==> src/rtl/folded_dot_product_if.sv <==
// Start/busy and valid/ready bundle between operand fetch,
// the folded dot-product engine and the result consumer.
interface folded_dot_product_if #(
    parameter int FEATURE_COLS   = 96,
    parameter int WEIGHT_WIDTH   = 5,
    parameter int DOT_PROD_WIDTH = 16
);
    logic                                       start;
    logic                                       busy;
    logic [FEATURE_COLS-1:0][WEIGHT_WIDTH-1:0]  feature_row;
    logic [FEATURE_COLS-1:0][WEIGHT_WIDTH-1:0]  weight_col;
    logic                                       result_valid;
    logic                                       result_ready;
    logic [DOT_PROD_WIDTH-1:0]                  dot_product_result;
    logic                                       overflow;

    modport master (
        output start, feature_row, weight_col, result_ready,
        input  busy, result_valid, dot_product_result, overflow
    );

    modport slave (
        input  start, feature_row, weight_col, result_ready,
        output busy, result_valid, dot_product_result, overflow
    );
endinterface

==> src/rtl/folded_dot_product.sv <==
// Time-multiplexed dot product: LANES multipliers folded over
// FEATURE_COLS/LANES cycles into a wide accumulator.
module folded_dot_product #(
    parameter int FEATURE_COLS   = 96,
    parameter int LANES          = 24,
    parameter int WEIGHT_WIDTH   = 5,
    parameter int DOT_PROD_WIDTH = 16,
    parameter bit SATURATE       = 1'b1
) (
    input  logic               clk,
    input  logic               reset,
    folded_dot_product_if.slave bus
);
    localparam int NUM_STEPS = FEATURE_COLS / LANES;
    localparam int STEP_W    = (NUM_STEPS > 1) ? $clog2(NUM_STEPS) : 1;
    localparam int PROD_W    = 2 * WEIGHT_WIDTH;
    localparam int ACC_W     = PROD_W + $clog2(FEATURE_COLS) + 1;
    localparam int SLICE_W   = LANES * WEIGHT_WIDTH;

    localparam logic [STEP_W-1:0] LAST_STEP = STEP_W'(NUM_STEPS - 1);
    localparam logic [ACC_W-1:0]  MAX_RES   = ACC_W'({DOT_PROD_WIDTH{1'b1}});

    generate
        if (FEATURE_COLS % LANES != 0) begin : g_lanes_check
            $error("FEATURE_COLS must be a multiple of LANES");
        end
    endgenerate

    typedef enum logic [1:0] {IDLE, CALC, DONE} state_t;

    state_t                              state;
    logic [STEP_W-1:0]                   step;
    logic [ACC_W-1:0]                    acc;
    logic [ACC_W-1:0]                    lane_sum;
    logic [ACC_W-1:0]                    full;
    logic [NUM_STEPS-1:0][SLICE_W-1:0]   f_steps;
    logic [NUM_STEPS-1:0][SLICE_W-1:0]   w_steps;
    logic [LANES-1:0][WEIGHT_WIDTH-1:0]  f_lane;
    logic [LANES-1:0][WEIGHT_WIDTH-1:0]  w_lane;
    logic [LANES-1:0][ACC_W-1:0]         prod;

    // Reshape the operand rows so each step selects one LANES-wide slice.
    assign f_steps = bus.feature_row;
    assign w_steps = bus.weight_col;
    assign f_lane  = f_steps[step];
    assign w_lane  = w_steps[step];

    genvar j;
    generate
        for (j = 0; j < LANES; j++) begin : g_mul
            assign prod[j] = ACC_W'(PROD_W'(f_lane[j]) * PROD_W'(w_lane[j]));
        end
    endgenerate

    always_comb begin
        lane_sum = '0;
        for (int i = 0; i < LANES; i++) begin
            lane_sum = lane_sum + prod[i];
        end
    end

    assign full = acc + lane_sum;

    always_ff @(posedge clk) begin
        if (reset) begin
            state                  <= IDLE;
            step                   <= '0;
            acc                    <= '0;
            bus.busy               <= 1'b0;
            bus.result_valid       <= 1'b0;
            bus.dot_product_result <= '0;
            bus.overflow           <= 1'b0;
        end else begin
            unique case (state)
                IDLE: begin
                    if (bus.start) begin
                        state    <= CALC;
                        step     <= '0;
                        acc      <= '0;
                        bus.busy <= 1'b1;
                    end
                end
                CALC: begin
                    acc <= full;
                    if (step == LAST_STEP) begin
                        state            <= DONE;
                        bus.result_valid <= 1'b1;
                        bus.overflow     <= (full > MAX_RES);
                        if (SATURATE && (full > MAX_RES)) begin
                            bus.dot_product_result <= '1;
                        end else begin
                            bus.dot_product_result <= full[DOT_PROD_WIDTH-1:0];
                        end
                    end else begin
                        step <= step + STEP_W'(1);
                    end
                end
                DONE: begin
                    // Result and overflow keep their value after the accept.
                    if (bus.result_ready) begin
                        state            <= IDLE;
                        bus.busy         <= 1'b0;
                        bus.result_valid <= 1'b0;
                    end
                end
                default: begin
                    state    <= IDLE;
                    bus.busy <= 1'b0;
                end
            endcase
        end
    end
endmodule

==> src/flat_wrapper.sv <==
// flat-port wrapper written by rule: the top's interface ports become plain ports
module folded_dot_product_flat 
#(
    parameter int FEATURE_COLS   = 96,
    parameter int LANES          = 24,
    parameter int WEIGHT_WIDTH   = 5,
    parameter int DOT_PROD_WIDTH = 16,
    parameter bit SATURATE       = 1'b1
)
  (clk, reset, bus_start, bus_feature_row, bus_weight_col, bus_result_ready, bus_busy, bus_result_valid, bus_dot_product_result, bus_overflow);
  folded_dot_product_if #(.FEATURE_COLS(FEATURE_COLS), .WEIGHT_WIDTH(WEIGHT_WIDTH), .DOT_PROD_WIDTH(DOT_PROD_WIDTH)) bus_i ();
  input  logic clk;
  input  logic reset;
  input wire logic [$bits(bus_i.start)-1:0] bus_start;
  input wire logic [$bits(bus_i.feature_row)-1:0] bus_feature_row;
  input wire logic [$bits(bus_i.weight_col)-1:0] bus_weight_col;
  input wire logic [$bits(bus_i.result_ready)-1:0] bus_result_ready;
  output wire logic [$bits(bus_i.busy)-1:0] bus_busy;
  output wire logic [$bits(bus_i.result_valid)-1:0] bus_result_valid;
  output wire logic [$bits(bus_i.dot_product_result)-1:0] bus_dot_product_result;
  output wire logic [$bits(bus_i.overflow)-1:0] bus_overflow;
  assign bus_i.start = bus_start;
  assign bus_i.feature_row = bus_feature_row;
  assign bus_i.weight_col = bus_weight_col;
  assign bus_i.result_ready = bus_result_ready;
  assign bus_busy = bus_i.busy;
  assign bus_result_valid = bus_i.result_valid;
  assign bus_dot_product_result = bus_i.dot_product_result;
  assign bus_overflow = bus_i.overflow;
  folded_dot_product #(.FEATURE_COLS(FEATURE_COLS), .LANES(LANES), .WEIGHT_WIDTH(WEIGHT_WIDTH), .DOT_PROD_WIDTH(DOT_PROD_WIDTH), .SATURATE(SATURATE)) u_core (.clk(clk), .reset(reset), .bus(bus_i));
endmodule
==> config.mk <==
export PLATFORM = sky130hd
export DESIGN_NAME = folded_dot_product_flat
export DESIGN_NICKNAME = d
export VERILOG_FILES = /design/src/rtl/folded_dot_product_if.sv /design/src/rtl/folded_dot_product.sv /design/src/flat_wrapper.sv
export SDC_FILE = /design/constraint.sdc
export NUM_CORES = 2
export LEC_CHECK = 0
export CAP_MARGIN = 15
export CORE_AREA = 2 2 382 384
export DETAILED_ROUTE_END_ITERATION = 12
export DIE_AREA = 0 0 384 386
export GPL_ROUTABILITY_DRIVEN = 0
export PLACE_DENSITY = 0.48
export RECOVER_POWER = 25
export SLEW_MARGIN = 0
export SYNTH_ARGS = -nofsm -noshare
export SYNTH_HDL_FRONTEND = slang
export SYNTH_SLANG_ARGS = --single-unit
==> constraint.sdc <==
create_clock -name clk -period 18.3 [get_ports clk]
set_clock_uncertainty 0.1 [all_clocks]
set_input_delay 2.745 -clock clk [delete_from_list [all_inputs] [get_ports clk]]
set_output_delay 2.745 -clock clk [all_outputs]
set_load 0.03 [all_outputs]
Word-level counts from Yosys, hierarchy flattened
Cells that the tools add are included.
Cells by class
  equal/unequal tests: 7
  $add $sub $neg: 25
  multiplexer cells: 19
  order comparisons: 2
  bitwise operators: 1
  $mul: 24
  reductions and logical operators: 9
Operators with widths (number)
  binary-select mux 120 bit (select 2 bit): 2
  adder 18 x 10 -> 18 bit: 22
  multiplier 5 x 5 -> 10 bit: 24
  2-to-1 mux 120 bit: 2
  one-hot mux 18 bit (2 select lines): 1
  adder 18 bit: 1
  > comparator 18 x 16 -> 1 bit (second input constant): 1
  2-to-1 mux 18 bit: 1
  2-to-1 mux 16 bit: 1
  AND reduction 3 bit: 4
  adder 10 x 10 -> 11 bit: 1
  2-to-1 mux 2 bit: 5
  != test 2 bit (second input constant): 3
  one-hot mux 2 bit (3 select lines): 1
  equality test 2 bit (second input constant): 2
  one-hot mux 2 bit (2 select lines): 1
  AND reduction 2 bit: 2
  nonzero test 2 bit: 2
  less-than comparator 2 x 3 -> 1 bit (second input constant): 1
  2-to-1 mux 1 bit: 3
  one-hot mux 1 bit (3 select lines): 1
  adder 2 x 1 -> 2 bit (second input constant): 1
  equality test 2 x 1 -> 1 bit (second input constant): 1
  logical NOT 2 bit: 1
  other kinds (3): 3
Word-level totals
  word-level logic and storage cells: 94
  bits in registers: 41

Depth between registers and ports, before layout
  depth after elaboration: 29
  depth in mapped cells: 46

Worst setup path before layout
Ideal clock, no wire load.
  path kind: input to register
  from: input port bus_feature_row[360]
  to: register u_core.bus.dot_product_result[10]
  arrival: 13.814 ns
  library setup time: 0.134 ns
  path slack: 4.251 ns
  buffers on the path: 1
  stages on the path: 38
  cells stage by stage: mux4_2 and2_1 fa_1 inv_1 fa_1 inv_1 fa_1 fa_1 inv_1 fa_1 inv_1 ha_1 xnor2_1 fa_1 inv_1 fa_1 inv_1 fa_1 [... 2 more ...] fa_1 inv_1 fa_1 inv_1 fa_1 fa_1 inv_1 fa_1 fa_1 fa_1 a21o_1 a221oi_2 o21ai_2 a211oi_2 o31ai_2 nor4b_4 buf_6 a211oi_1
Between the ends
  longest elaborated chain between the ends: 29
Ends and longest elaborated chain
  start, declared: RTL line flat_wrapper.sv:15  | input wire logic [$bits(bus_i.feature_row)-1:0] bus_feature_row;
  binary-select mux 120 bit (select 2 bit) (*): RTL line folded_dot_product.sv:45  | assign f_lane = f_steps[step];
  2-to-1 mux 120 bit (not written as such) (*): RTL line folded_dot_product.sv:45
  multiplier 5 x 5 -> 10 bit (*): RTL line folded_dot_product.sv:51  | assign prod[j] = ACC_W'(PROD_W'(f_lane[j]) * PROD_W'(w_lane[j]));
  adder 10 x 10 -> 11 bit (*): RTL line folded_dot_product.sv:58  | lane_sum = lane_sum + prod[i];
  adder 18 x 10 -> 18 bit (*) (22 in series): RTL line folded_dot_product.sv:58
  adder 18 bit (*): RTL line folded_dot_product.sv:62  | assign full = acc + lane_sum;
  > comparator 18 x 16 -> 1 bit: RTL line folded_dot_product.sv:89  | if (SATURATE && (full > MAX_RES)) begin
  2-to-1 mux 16 bit (*): RTL line folded_dot_product.sv:89
  end signal, assigned: RTL line folded_dot_product.sv:92  | bus.dot_product_result <= full[DOT_PROD_WIDTH-1:0];
  end, declared: RTL line folded_dot_product_if.sv:24  | output busy, result_valid, dot_product_result, overflow
Every way passes the cells marked *; elsewhere a longest branch is shown, timed or not. The select of a mux whose other input is x is not followed.
A chain may end at the register's enable or synchronous reset.

Worst setup path in the final report
  from: input port bus_feature_row[360]
  to: register u_core.bus.dot_product_result[6]
The elaborated chain is that of the path after synthesis.

==> metrics.md <==
| Metric | Value |
|---|---|
| CTS sink count | `41` |
| Initial antenna violation count | `71` |
| Syn avg cell area | `10.7 sq um` |
| I/O pins | `983` |
| Cts repair resizes | `0` |
| Largest net degree at the start of global routing | `86` |
| Post-synthesis cell type count | `44` |
| Die width | `384 um` |
| Worst slew pin tran | `2.00 ns` |
| Vias | `23.2k` |
| FFs w/ async S/R, synth | `0%` |
| Worst skew pair latency | `0.29 ns` |
| RSZ-0062 raised after global routing | `no` |
| Estimated wirelength of the detail-placed design | `128 mm` |
| Post-Syn Instances | `2700` |
| Vias in the first global route | `25.9k` |
| Core Util, Final | `28.5%` |
| Final Hold Viols | `0` |
| Total grt overflow | `0` |
| Reg2reg start | `u_core.step[0]` |
| Fmax | `0.0651 GHz` |
| Finished layout cell area | `0.0412 sq mm` |
| Top cell type's share of synthesized area | `40.2%` |
| Worst Path Max Fanout | `17` |
| Final wirelength | `137 mm` |
| Count leader, synth | `inv_1` |
| Placed cell areas | `0.0410 sq mm` |
| Max incr delay on CP | `0.87 ns` |
| Die height | `386 um` |
| Sequential fraction of the synthesis area | `2.84%` |
| Post-CTS Setup Bufs | `0` |
| Status | `complete, but fails checks` |
| Final Critical Period | `15.36 ns` |
| Area contributors post-synth | `fa_1, mux4_2, ha_1, inv_1, and2_1` |
| Avg WL per Cell | `24.6 um` |
| DR pass1 iterations | `5` |
| Root Driver | `clkbuf_16` |
| Min-delay src | `u_core.acc[15]` |
| Inserted Clock Buffers | `5` |
| Crit path max-delay cell type | `nor4b_4` |
| Yosys Warn Count | `0` |
| DR iter-0 viols | `1031` |
| Normalized max-slew margin | `-33.6%` |
| Setup violations, final | `0` |
| Max Cap Viol | `1` |
| Critical path startpoint | `bus_feature_row[360]` |
| Yosys top cell by area | `fa_1` |
| Most frequent CP cell | `fa_1` |
| Fin Hold WS | `0.371 ns` |
| Post-synthesis register bit count | `41` |
| Vias per std cell | `4.17` |
| First-pass GRT wire length | `191 mm` |
| Final #Nets | `5486` |
| DRT antenna net count | `0` |
| Initial Util | `20.0%` |
| CORE AREA | `0.145 sq mm` |
| CP Launch Type | `primary input` |
| Top_reg_cell synth | `dfxtp_1` |
| Crit Path Category | `in -> reg` |
| PortBufs | `982` |
| Setup TNS | `0 ns` |
| Share of cells above drive strength 1 | `7.33%` |
| CTS tree | `built` |
| Critical Path RT | `18.27 ns` |
| Critical Path AT | `15.32 ns` |
| Die area | `0.148 sq mm` |
| Syn nets | `4556` |
| Gr usage total | `18.2%` |
| # H-tree levels | `2` |
| Commonest cells in the netlist | `inv_1, fa_1, and2_1` |
| Hold Crit Class | `reg -> reg` |
| Failing checks | `max-capacitance violations, max-slew violations` |
| Hold buffer count at CTS | `0` |
| Top Family by Delay on Critical Path | `adder cells` |
| Buf/Inv on CP | `11` |
| Post-synth EDFFs | `0` |
| Reg2reg setup slack | `4.42 ns` |
| Max clock buf depth | `2` |
| Critical path capture point type | `flip-flop` |
| Area Overhead vs Synth | `42.5%` |
| Slew Viols, Final | `42` |
| Core Rows | `140` |
| Remaining DRCs | `0` |
| Mapped Area | `0.0289 sq mm` |
| Fin crit share | `83.9%` |
| Worst-path clk slew | `0.07 ns` |
cell type report:
cell class,count,area [sq um]
multi-input cells,1928,25300
flip-flops and latches,41,828
fillers,15210,103000
inverters,663,2490
clock inverters,2,38.8
well taps,1917,2400
clock buffers,6,150
diodes,22,55.1
repair buffers,991,9930
logic make-up after synthesis:
kind of cell / synth area share [%]
DFF: 2.84
AOI/OAI and AO/OA: 2.32
and+or+nand+nor: 12.4
xor gates and xnor gates: 0.575
adders and majority gates: 53.6
muxes: 18.7
buffers and inverters: 9.57
stage by stage:
step | std cells | worst slack (ns)
6_report | 5570 | 2.94
5_1_grt | 5555 | 2.36
4_1_cts | 5548 | 2.99
3_5_place_dp | 5540 | 2.69
3_3_place_gp | 5540 | 2.78
2_1_floorplan | 2700 | 4.25
state kept, by name, summed over array words and instances, names as in the netlist:
signal,count
u_core.bus.busy,1
u_core.step,2
u_core.bus.result_valid,1
u_core.state,2
u_core.bus.dot_product_result,16
u_core.acc,18
u_core.bus.overflow,1
worst min-delay path, stage by stage, from the launching register on:
cell     delay (ns)
dfxtp_1        0.32
nand2_1        0.06
a21oi_1        0.05
worst paths after layout:
path,end,cells past startpoint
worst min-delay path,u_core.acc[15],2
worst min register to register,u_core.acc[15],2
worst max-delay path,u_core.bus.dot_product_result[6],38
worst max register to register,u_core.bus.dot_product_result[6],38
per-layer routing:
metal  share of wire (%)  wire (um)  vias to the layer above  track usage, %
met5                0.16        218                        -               0
met4                 1.5       2070                       34            2.42
met3                 5.4       7360                      111            2.85
met2                  49      67700                      702            31.6
met1                  44      59800                    11890            24.4
li1                    -          -                    10466               -
cell usage in the layout, fill, tap and decap left out, types with 3 or more instances in the layout:
cell	netlist	layout
xor2_1	8	8
fa_1	581	581
o21bai_1	4	3
dfxtp_1	41	39
o21ai_0	3	3
nor2_1	47	47
mux4_2	240	240
inv_1	663	663
clkbuf_16	0	6
a22oi_1	8	8
buf_4	0	5
a211oi_1	17	17
diode_2	0	22
o31a_1	11	11
a21oi_1	27	27
a21o_1	8	8
ha_1	311	311
buf_12	0	3
nand2_1	237	237
dlygate4sd3_1	0	11
clkdlybuf4s50_1	0	971
xnor2_1	11	11
nor3_1	4	4
and2_1	383	383
Power is not shown: default switching activity piles up to over one toggle a cycle in this logic, so the estimate is an artifact.
